**src/rtl/uvc_payload_ctrl.sv**
```systemverilog
// uvc_payload_ctrl: paces test-pattern frames from USB microframe SOFs and
// turns the pixel byte stream into UVC payloads. Each payload is a 12-byte
// header (FID/EOF/PTS/SCR) followed by up to PAYLOAD_SIZE-HEADER_LEN bytes.
//
// Handshake: a source byte moves on a rising CLK_I when SRC_VALID_I and
// SRC_READY_O are both high. SRC_READY_O never depends on SRC_VALID_I. The
// byte appears on DATA_O with a one-cycle DVAL_O strobe in the next cycle.
module uvc_payload_ctrl #(
    parameter int FRAME_BYTES  = 307200,
    parameter int PAYLOAD_SIZE = 1024,
    parameter int HEADER_LEN   = 12,
    parameter int SOF_PERIOD   = 104
) (
    input  logic        CLK_I,
    input  logic        RST_I,
    input  logic        SOF_I,
    input  logic [10:0] SOF_NUM_I,
    input  logic [31:0] PTS_I,
    input  logic        FIFO_AFULL_I,
    input  logic        FIFO_EMPTY_I,
    input  logic [7:0]  SRC_DATA_I,
    input  logic        SRC_VALID_I,
    output logic        SRC_READY_O,
    output logic        FRAME_START_O,
    output logic [7:0]  DATA_O,
    output logic        DVAL_O,
    output logic        FID_O,
    output logic        BUSY_O,
    output logic [7:0]  SKIP_CNT_O,
    output logic [1:0]  DBG_STATE_O
);

    typedef enum logic [1:0] {
        ST_IDLE = 2'd0,
        ST_HDR  = 2'd1,
        ST_PAY  = 2'd2,
        ST_DONE = 2'd3
    } state_t;

    localparam logic [23:0] FRAME_LEN = 24'(FRAME_BYTES);
    localparam logic [23:0] PAY_MAX   = 24'(PAYLOAD_SIZE - HEADER_LEN);
    localparam logic [10:0] PAY_LAST  = 11'(PAYLOAD_SIZE - HEADER_LEN - 1);
    localparam logic [3:0]  HDR_LAST  = 4'(HEADER_LEN - 1);
    localparam logic [15:0] SOF_LAST  = 16'(SOF_PERIOD - 1);

    state_t      state;
    state_t      state_nxt;
    logic        sof_d1;
    logic        sof_rise_r;
    logic [15:0] sof_cnt;
    logic [23:0] remain;
    logic [23:0] remain_nxt;
    logic [10:0] pay_cnt;
    logic [3:0]  hdr_idx;
    logic [31:0] pts_r;
    logic [10:0] sofn_r;
    logic        eof_r;
    logic        fid;
    logic [7:0]  skip_cnt;
    logic [7:0]  data_r;
    logic        dval_r;
    logic        frame_start_r;
    logic [7:0]  hdr_byte;

    logic slot;
    logic start_ok;
    logic skip;
    logic src_ready;
    logic xfer;
    logic hdr_emit;
    logic hdr_entry;

    // Slot and handshake qualifiers, all from registered state plus inputs
    always_comb begin
        slot      = sof_rise_r && (sof_cnt == 16'd0);
        start_ok  = slot && (state == ST_IDLE) && FIFO_EMPTY_I;
        skip      = slot && !start_ok;
        src_ready = (state == ST_PAY) && !FIFO_AFULL_I;
        xfer      = src_ready && SRC_VALID_I;
        hdr_emit  = (state == ST_HDR) && !FIFO_AFULL_I;
    end

    // Next state and next remaining-byte count
    always_comb begin
        state_nxt  = state;
        remain_nxt = remain;
        case (state)
            ST_IDLE: begin
                if (start_ok) begin
                    state_nxt  = ST_HDR;
                    remain_nxt = FRAME_LEN;
                end
            end
            ST_HDR: begin
                if (hdr_emit && (hdr_idx == HDR_LAST)) begin
                    state_nxt = ST_PAY;
                end
            end
            ST_PAY: begin
                if (xfer) begin
                    remain_nxt = remain - 24'd1;
                    if (remain == 24'd1) begin
                        state_nxt = ST_DONE;
                    end else if (pay_cnt == PAY_LAST) begin
                        state_nxt = ST_HDR;
                    end
                end
            end
            default: begin
                state_nxt = ST_IDLE;
            end
        endcase
        // Header fields are captured on the cycle that enters HDR
        hdr_entry = (state_nxt == ST_HDR) && (state != ST_HDR);
    end

    // Header byte selected by the current header index
    always_comb begin
        hdr_byte = 8'h00;
        case (hdr_idx)
            4'd0:  hdr_byte = 8'h0C;
            4'd1:  hdr_byte = 8'h8C | {6'b0, eof_r, fid};
            4'd2:  hdr_byte = pts_r[7:0];
            4'd3:  hdr_byte = pts_r[15:8];
            4'd4:  hdr_byte = pts_r[23:16];
            4'd5:  hdr_byte = pts_r[31:24];
            4'd6:  hdr_byte = pts_r[7:0];
            4'd7:  hdr_byte = pts_r[15:8];
            4'd8:  hdr_byte = pts_r[23:16];
            4'd9:  hdr_byte = pts_r[31:24];
            4'd10: hdr_byte = sofn_r[7:0];
            4'd11: hdr_byte = {5'b0, sofn_r[10:8]};
            default: hdr_byte = 8'h00;
        endcase
    end

    // SOF edge detect, microframe counter and skip counter
    always_ff @(posedge CLK_I) begin
        if (RST_I) begin
            sof_d1     <= 1'b0;
            sof_rise_r <= 1'b0;
            sof_cnt    <= 16'd0;
            skip_cnt   <= 8'd0;
        end else begin
            sof_d1     <= SOF_I;
            sof_rise_r <= SOF_I & ~sof_d1;
            if (sof_rise_r) begin
                sof_cnt <= (sof_cnt == SOF_LAST) ? 16'd0 : sof_cnt + 16'd1;
            end
            if (skip && (skip_cnt != 8'hFF)) begin
                skip_cnt <= skip_cnt + 8'd1;
            end
        end
    end

    // FSM state register, frame byte budget and frame ID
    always_ff @(posedge CLK_I) begin
        if (RST_I) begin
            state  <= ST_IDLE;
            remain <= 24'd0;
            fid    <= 1'b0;
        end else begin
            state  <= state_nxt;
            remain <= remain_nxt;
            if (state == ST_DONE) begin
                fid <= ~fid;
            end
        end
    end

    // Header field capture and header/payload position counters
    always_ff @(posedge CLK_I) begin
        if (RST_I) begin
            pts_r   <= 32'd0;
            sofn_r  <= 11'd0;
            eof_r   <= 1'b0;
            hdr_idx <= 4'd0;
            pay_cnt <= 11'd0;
        end else begin
            if (hdr_entry) begin
                pts_r   <= PTS_I;
                sofn_r  <= SOF_NUM_I;
                eof_r   <= (remain_nxt <= PAY_MAX);
                hdr_idx <= 4'd0;
            end else if (hdr_emit) begin
                hdr_idx <= (hdr_idx == HDR_LAST) ? 4'd0 : hdr_idx + 4'd1;
            end
            if (hdr_emit && (hdr_idx == HDR_LAST)) begin
                pay_cnt <= 11'd0;
            end else if (xfer) begin
                pay_cnt <= pay_cnt + 11'd1;
            end
        end
    end

    // Registered output byte, write strobe and frame-start pulse
    always_ff @(posedge CLK_I) begin
        if (RST_I) begin
            data_r        <= 8'd0;
            dval_r        <= 1'b0;
            frame_start_r <= 1'b0;
        end else begin
            dval_r        <= 1'b0;
            frame_start_r <= start_ok;
            if (hdr_emit) begin
                data_r <= hdr_byte;
                dval_r <= 1'b1;
            end else if (xfer) begin
                data_r <= SRC_DATA_I;
                dval_r <= 1'b1;
            end
        end
    end

    assign SRC_READY_O   = src_ready;
    assign FRAME_START_O = frame_start_r;
    assign DATA_O        = data_r;
    assign DVAL_O        = dval_r;
    assign FID_O         = fid;
    assign BUSY_O        = (state != ST_IDLE);
    assign SKIP_CNT_O    = skip_cnt;
    assign DBG_STATE_O   = state;

endmodule

```
**config.mk**
```make
export PLATFORM = sky130hd
export DESIGN_NAME = uvc_payload_ctrl
export DESIGN_NICKNAME = d
export VERILOG_FILES = /design/src/rtl/uvc_payload_ctrl.sv
export SDC_FILE = /design/constraint.sdc
export NUM_CORES = 1
export LEC_CHECK = 0
export ABC_AREA = 1
export CAP_MARGIN = 20
export CORE_MARGIN = 4
export CORE_UTILIZATION = 40
export DETAILED_ROUTE_END_ITERATION = 8
export PLACE_DENSITY_LB_ADDON = 0.12
export REMOVE_ABC_BUFFERS = 1
export SLEW_MARGIN = 30
export SYNTH_ARGS = -nofsm -noshare
export SYNTH_HDL_FRONTEND = slang
export SYNTH_SLANG_ARGS = --single-unit
```
**constraint.sdc**
```tcl
create_clock -name CLK_I -period 1.7 [get_ports CLK_I]
set_input_delay 0.255 -clock CLK_I [delete_from_list [all_inputs] [get_ports CLK_I]]
set_output_delay 0.255 -clock CLK_I [all_outputs]
set_load 0.1 [all_outputs]
```
==> Yosys cells after proc, flatten, opt, wreduce, memory -nomap -nowiden <==
Cells that the tools add are included.
{ "classes": {"add_sub_neg": 5, "order_cmp": 1, "n_eq_ne": 20, "n_mux": 16, "bitwise": 3, "n_reduce_logical": 23} }
{ "ops": {"columns": ["operator", "n"], "rows": [
  ["$pmux 8 s8", 1],
  ["$mux 24", 2],
  ["$pmux 24 s2", 1],
  ["$eq 24x1->1 const B", 1],
  ["$le 24x10->1 const B", 1],
  ["$sub 24x1->24 const B", 1],
  ["$add 16x1->16 const B", 1],
  ["$eq 16x7->1 const B", 1],
  ["$eq 4x3->1 const B", 4],
  ["$eq 4x4->1 const B", 4],
  ["$logic_not 16->1", 1],
  ["$mux 16", 1],
  ["$mux 8", 2],
  ["$reduce_or 2->1", 6],
  ["$add 11x1->11 const B", 1],
  ["$eq 11x10->1 const B", 1],
  ["$logic_and 1x1->1", 10],
  ["$mux 2", 5],
  ["$add 8x1->8 const B", 1],
  ["$eq 4x2->1 const B", 2],
  ["$ne 8x8->1 const B", 1],
  ["$pmux 2 s3", 1],
  ["$add 4x1->4 const B", 1],
  ["$eq 2x1->1 const B", 2],
  ["other kinds (11)", 16]
]} }
{ "totals": {"ff_bits": 122, "in_bits": 57, "word_cells": 83} }

==> Longest topological paths before layout <==
{ "logic_depth": {"ltp_word": 9, "ltp_mapped": 16, "depth_no_buf": 16} }

==> Worst setup path before layout <==
Ideal clock, no wire load.
{ "synth_timing": {"path_kind": "reg-to-reg", "start": "register state[1] (netlist: DBG_STATE_O[1])", "end": "register eof_r", "setup_ns": 0.119, "t_arrival_ns": 2.888, "setup_slack_ns": -1.308, "stages_incl_launch_ff": 14, "synth_period_minus_slack_ns": 3.008, "path_cell_list": "dfxtp_1 buf_4 inv_1 nand2_1 nor2_2 nand3_2 buf_2 nand3_1 nor2_1 nand3_1 nor2_1 nand2_1 nand2_1 o21bai_1"} }
{ "synth_between": {"elab_chain_len": 7, "word_cells_on_any_way": 22, "cone_classes": "order compare: 1; eq/ne: 4; mux: 9; reduce/logical: 8"} }
{ "synth_lines": {"columns": ["item", "line", "rtl"], "rows": [
  ["start, declared", "46", "state_t state;"],
  ["start signal, assigned", "163", "state <= state_nxt;"],
  ["parallel branches: the longest is 7 deep, another holds $le 24x10->1", null, null],
  ["end signal, assigned", "183", "eof_r <= (remain_nxt <= PAY_MAX);"],
  ["end, declared", "57", "logic eof_r;"]
]} }
Several ways; the timed one is not identified.
A chain may end at the register's enable or synchronous reset.

==> Worst setup path after layout <==
{ "layout_timing": {"start": "register sof_cnt[1]", "end": "register eof_r"} }
{ "layout_between": {"elab_chain_len": 8, "word_cells_on_any_way": 11, "cone_classes": "order compare: 1; eq/ne: 1; mux: 4; reduce/logical: 5"} }
{ "layout_lines": {"columns": ["item", "line", "rtl"], "rows": [
  ["start, declared", "50", "logic [15:0] sof_cnt;"],
  ["start signal, assigned", "148", "sof_cnt <= (sof_cnt == SOF_LAST) ? 16'd0 : sof_cnt + 16'd1;"],
  ["$logic_not 16->1 *", "75", "slot = sof_rise_r && (sof_cnt == 16'd0);"],
  ["$logic_and 1x1->1 *", "75", null],
  ["$logic_and 1x1->1 * (2 in series)", "76", "start_ok = slot && (state == ST_IDLE) && FIFO_EMPTY_I;"],
  ["parallel branches: the longest is 4 deep, another holds $le 24x10->1", null, null]
]} }
Mark *: on every way between the ends.

==> metrics.cfg <==
[drt]
vias_per_cell=5.01
drcViolationCount=0
wl_per_cell_um=15.0
final_antenna_net_count=0
routed_wl_um=20500
vias=6854
first_pass_iters=5
first_iter_violations=420

[run_status]
status=complete, but fails checks
violations=setup timing

[power_and_ir_drop]
p_per_area_nw_per_um2=706
comb_power_share_pct=12.6
p_leak_nw=4.54
p_seq_share_pct=39.7
p_int_w=0.00551
switching_share_pct=26.3
p_total_w=0.00747
clkPwrFrac_pct=47.6
vdd_drop_max_mv=0.843
p_switching_w=0.00196

[yosys]
ys_seq_area_share_pct=39.9
synthArstFlopShare_pct=0
synth_flop_cell=dfxtp_1
synthTopCellsByArea=dfxtp_1, nor2_1, nand2_1, inv_1, o21ai_0
synth-seq-cells=122
syn_inst=897
synth.most_common_cell=nor2_1
synth.distinct_cells=42
synth_edf_count=0
synth_area_per_cell_um2=6.82
syn-cell-area_um2=6110
synth_warnings=0
yosysTopAreaCell=dfxtp_1
synth_commonest_cells=nor2_1, nand2_1, dfxtp_1
synth_top_area_share_pct=39.9

[floorplanning]
coreArea_um2=14800
io_pins=80
dieWidth_um=132
dieHeight_um=132
start_util_pct=41.4
die_area_um2=17300
rows=44

[clocking]
clkSlewWorstSetupHoldPaths_ps=60
clkLatencyLatePin_ps=430
postCtsHoldBufs=0
cts_buffer_depth=2
htreeDepth=4
cts-root-buf=clkbuf_16
cts.sinks=122
numCtsBuffers=17
cts_tree=done

[flow_run]
cap_violations=0

[critical_path]
crit_slowest_cell=dfxtp_2
worst_r2r_path_depth=16
crit_path_end_kind=flop
crit_path_frequent_cell=inv_2
crit_type=flop to flop
critPathMaxFanout=5
start_kind=flop
required_ps=2050
slowest_delay_ps=330
crit_chain=inv_2, ha_4, inv_2, nor2_1, nand2_1, nor2_4, nand3_4, nand2_8, nand2_8, nand2_4, nand2_2, inv_2, nand2_2, nor2_4, nand3_2, o21bai_1
worstPathArrival_ps=2290

[timing]
timing.fmax_mhz=518
period_minus_slack_ps=1930
finalMaxSlewViolations=0
finClkSkew_ps=9.95
setup_viol=63
tightestPinTransition_ps=365
fin_crit_sh_pct=114
rsz0062_at_grt=yes
hold_viol_final=0
fin_ws_ps=-232
maxSlewHeadroom_pct=75.7
holdWs_ps=347

[finish]
fin_util_pct=71.7
drive_gt1_share_pct=41.1
nets=1239
final_cells=1369
antenna_cells=0
syn_to_final_growth_pct=73.1

[placement]
dpl.hpwl_um=13600
dp_cells=1300
gp_congestion=0.934
port_buffers=79

[min_path]
hold_depth=3
min_path_type=input pin to flop

[global_route]
overflow=0
grt_pass1_vias=6537
antenna_found_initial=0
grt_usage_pct=22.2
grt_max_degree=37
grt_pass1_wl_um=31600

registers in the layout, indices dropped and copies added (netlist names):
name	cells
sofn_r	11
FID_O	1
sof_rise_r	1
DATA_O	8
eof_r	1
remain	24
SKIP_CNT_O	8
FRAME_START_O	1
pay_cnt	11
hdr_idx	4
DBG_STATE_O	2
DVAL_O	1
sof_cnt	16
pts_r	32
sof_d1	1
cell families after synthesis:
family	synth area share [%]
buf+inv	8.94
compound gates	15.2
flops	39.9
simple gates	32.6
xor+xnor	1.29
fa+ha+maj	2.05
worst paths after layout:
kind,start,to,slack (ps)
worst max-delay path,sof_cnt[1]$_SDFFE_PP0P_,eof_r$_SDFFE_PP0P_,-230
worst min-delay path,RST_I,remain[5]$_SDFF_PP0_,350
worst max register to register,sof_cnt[1]$_SDFFE_PP0P_,eof_r$_SDFFE_PP0P_,-230
worst min register to register,pts_r[16]$_SDFFE_PP0P_,pts_r[16]$_SDFFE_PP0P_,470
power by group through the flow:
stage,combinational (W),sequential [W],clock [W]
final,0.000945,0.00297,0.00356
after CTS,0.000828,0.00297,0.00359
after detailed placement,0.000714,0.00303,0
after global routing,0.00101,0.00297,0.00373
after floorplan,0.000242,0.00309,0
after global placement,0.000713,0.00302,0
cell usage in the layout (no fill, tap or decap), types with 24 or more instances in the layout:
| cell type | instances |
|---|---|
| a211oi_2 | 26 |
| nor2_1 | 117 |
| buf_4 | 171 |
| nor2_2 | 42 |
| nor2_4 | 39 |
| buf_12 | 30 |
| a21oi_1 | 36 |
| nand3_1 | 39 |
| o21ai_0 | 34 |
| inv_1 | 89 |
| clkdlybuf4s50_1 | 55 |
| nand2_2 | 24 |
| nand2_1 | 140 |
| dfxtp_1 | 112 |
metal layers:
layer	part of all wire (%)	wire length (um)	track usage [%]	vias to the layer above
met5	0	0	0	-
met4	2.1	438	7.53	0
met3	3.7	750	4.55	34
met2	52	10600	38.9	155
met1	43	8770	27.2	3194
li1	-	-	-	3471
through the flow:
stage | cell area, um^2 | worst slack [ps] | TNS (ps)
2_1_floorplan | 5980 | -2010 | -134170
3_3_place_gp | 8550 | -548 | -30190
3_5_place_dp | 8550 | -556 | -33980
4_1_cts | 9820 | -187 | -5560
5_1_grt | 10600 | -341 | -16020
6_report | 10600 | -232 | -9160
worst max-delay path, delay by kind of cell, from the launching register on:
family          cells  cell delay [ps]
buf+inv             3              170
fa+ha+maj           1              130
simple gates       11             1100
flops               1              330
compound gates      1              110
cell type report:
type                       instances  area, um^2
fill                            1132        4170
tap                              184         230
sequential                       122        2460
multi-input combinational        639        4040
timing repair buffer             284        2860
clock buffer                      20         467
clock inverter                    12         114
inverter                         108         408
timing repair:
| action | 4_1_cts | 5_1_grt |
|---|---|---|
| setup buffers | 20 | 14 |
| hold endpoints to repair | 0 | 0 |
| endpoints found under the setup margin | 75 | 98 |
| gates cloned | 6 | 3 |
| gates resized for setup | 120 | 190 |
| pin swaps | 33 | 58 |
No activity file was read; power rests on OpenSTA's default activity.
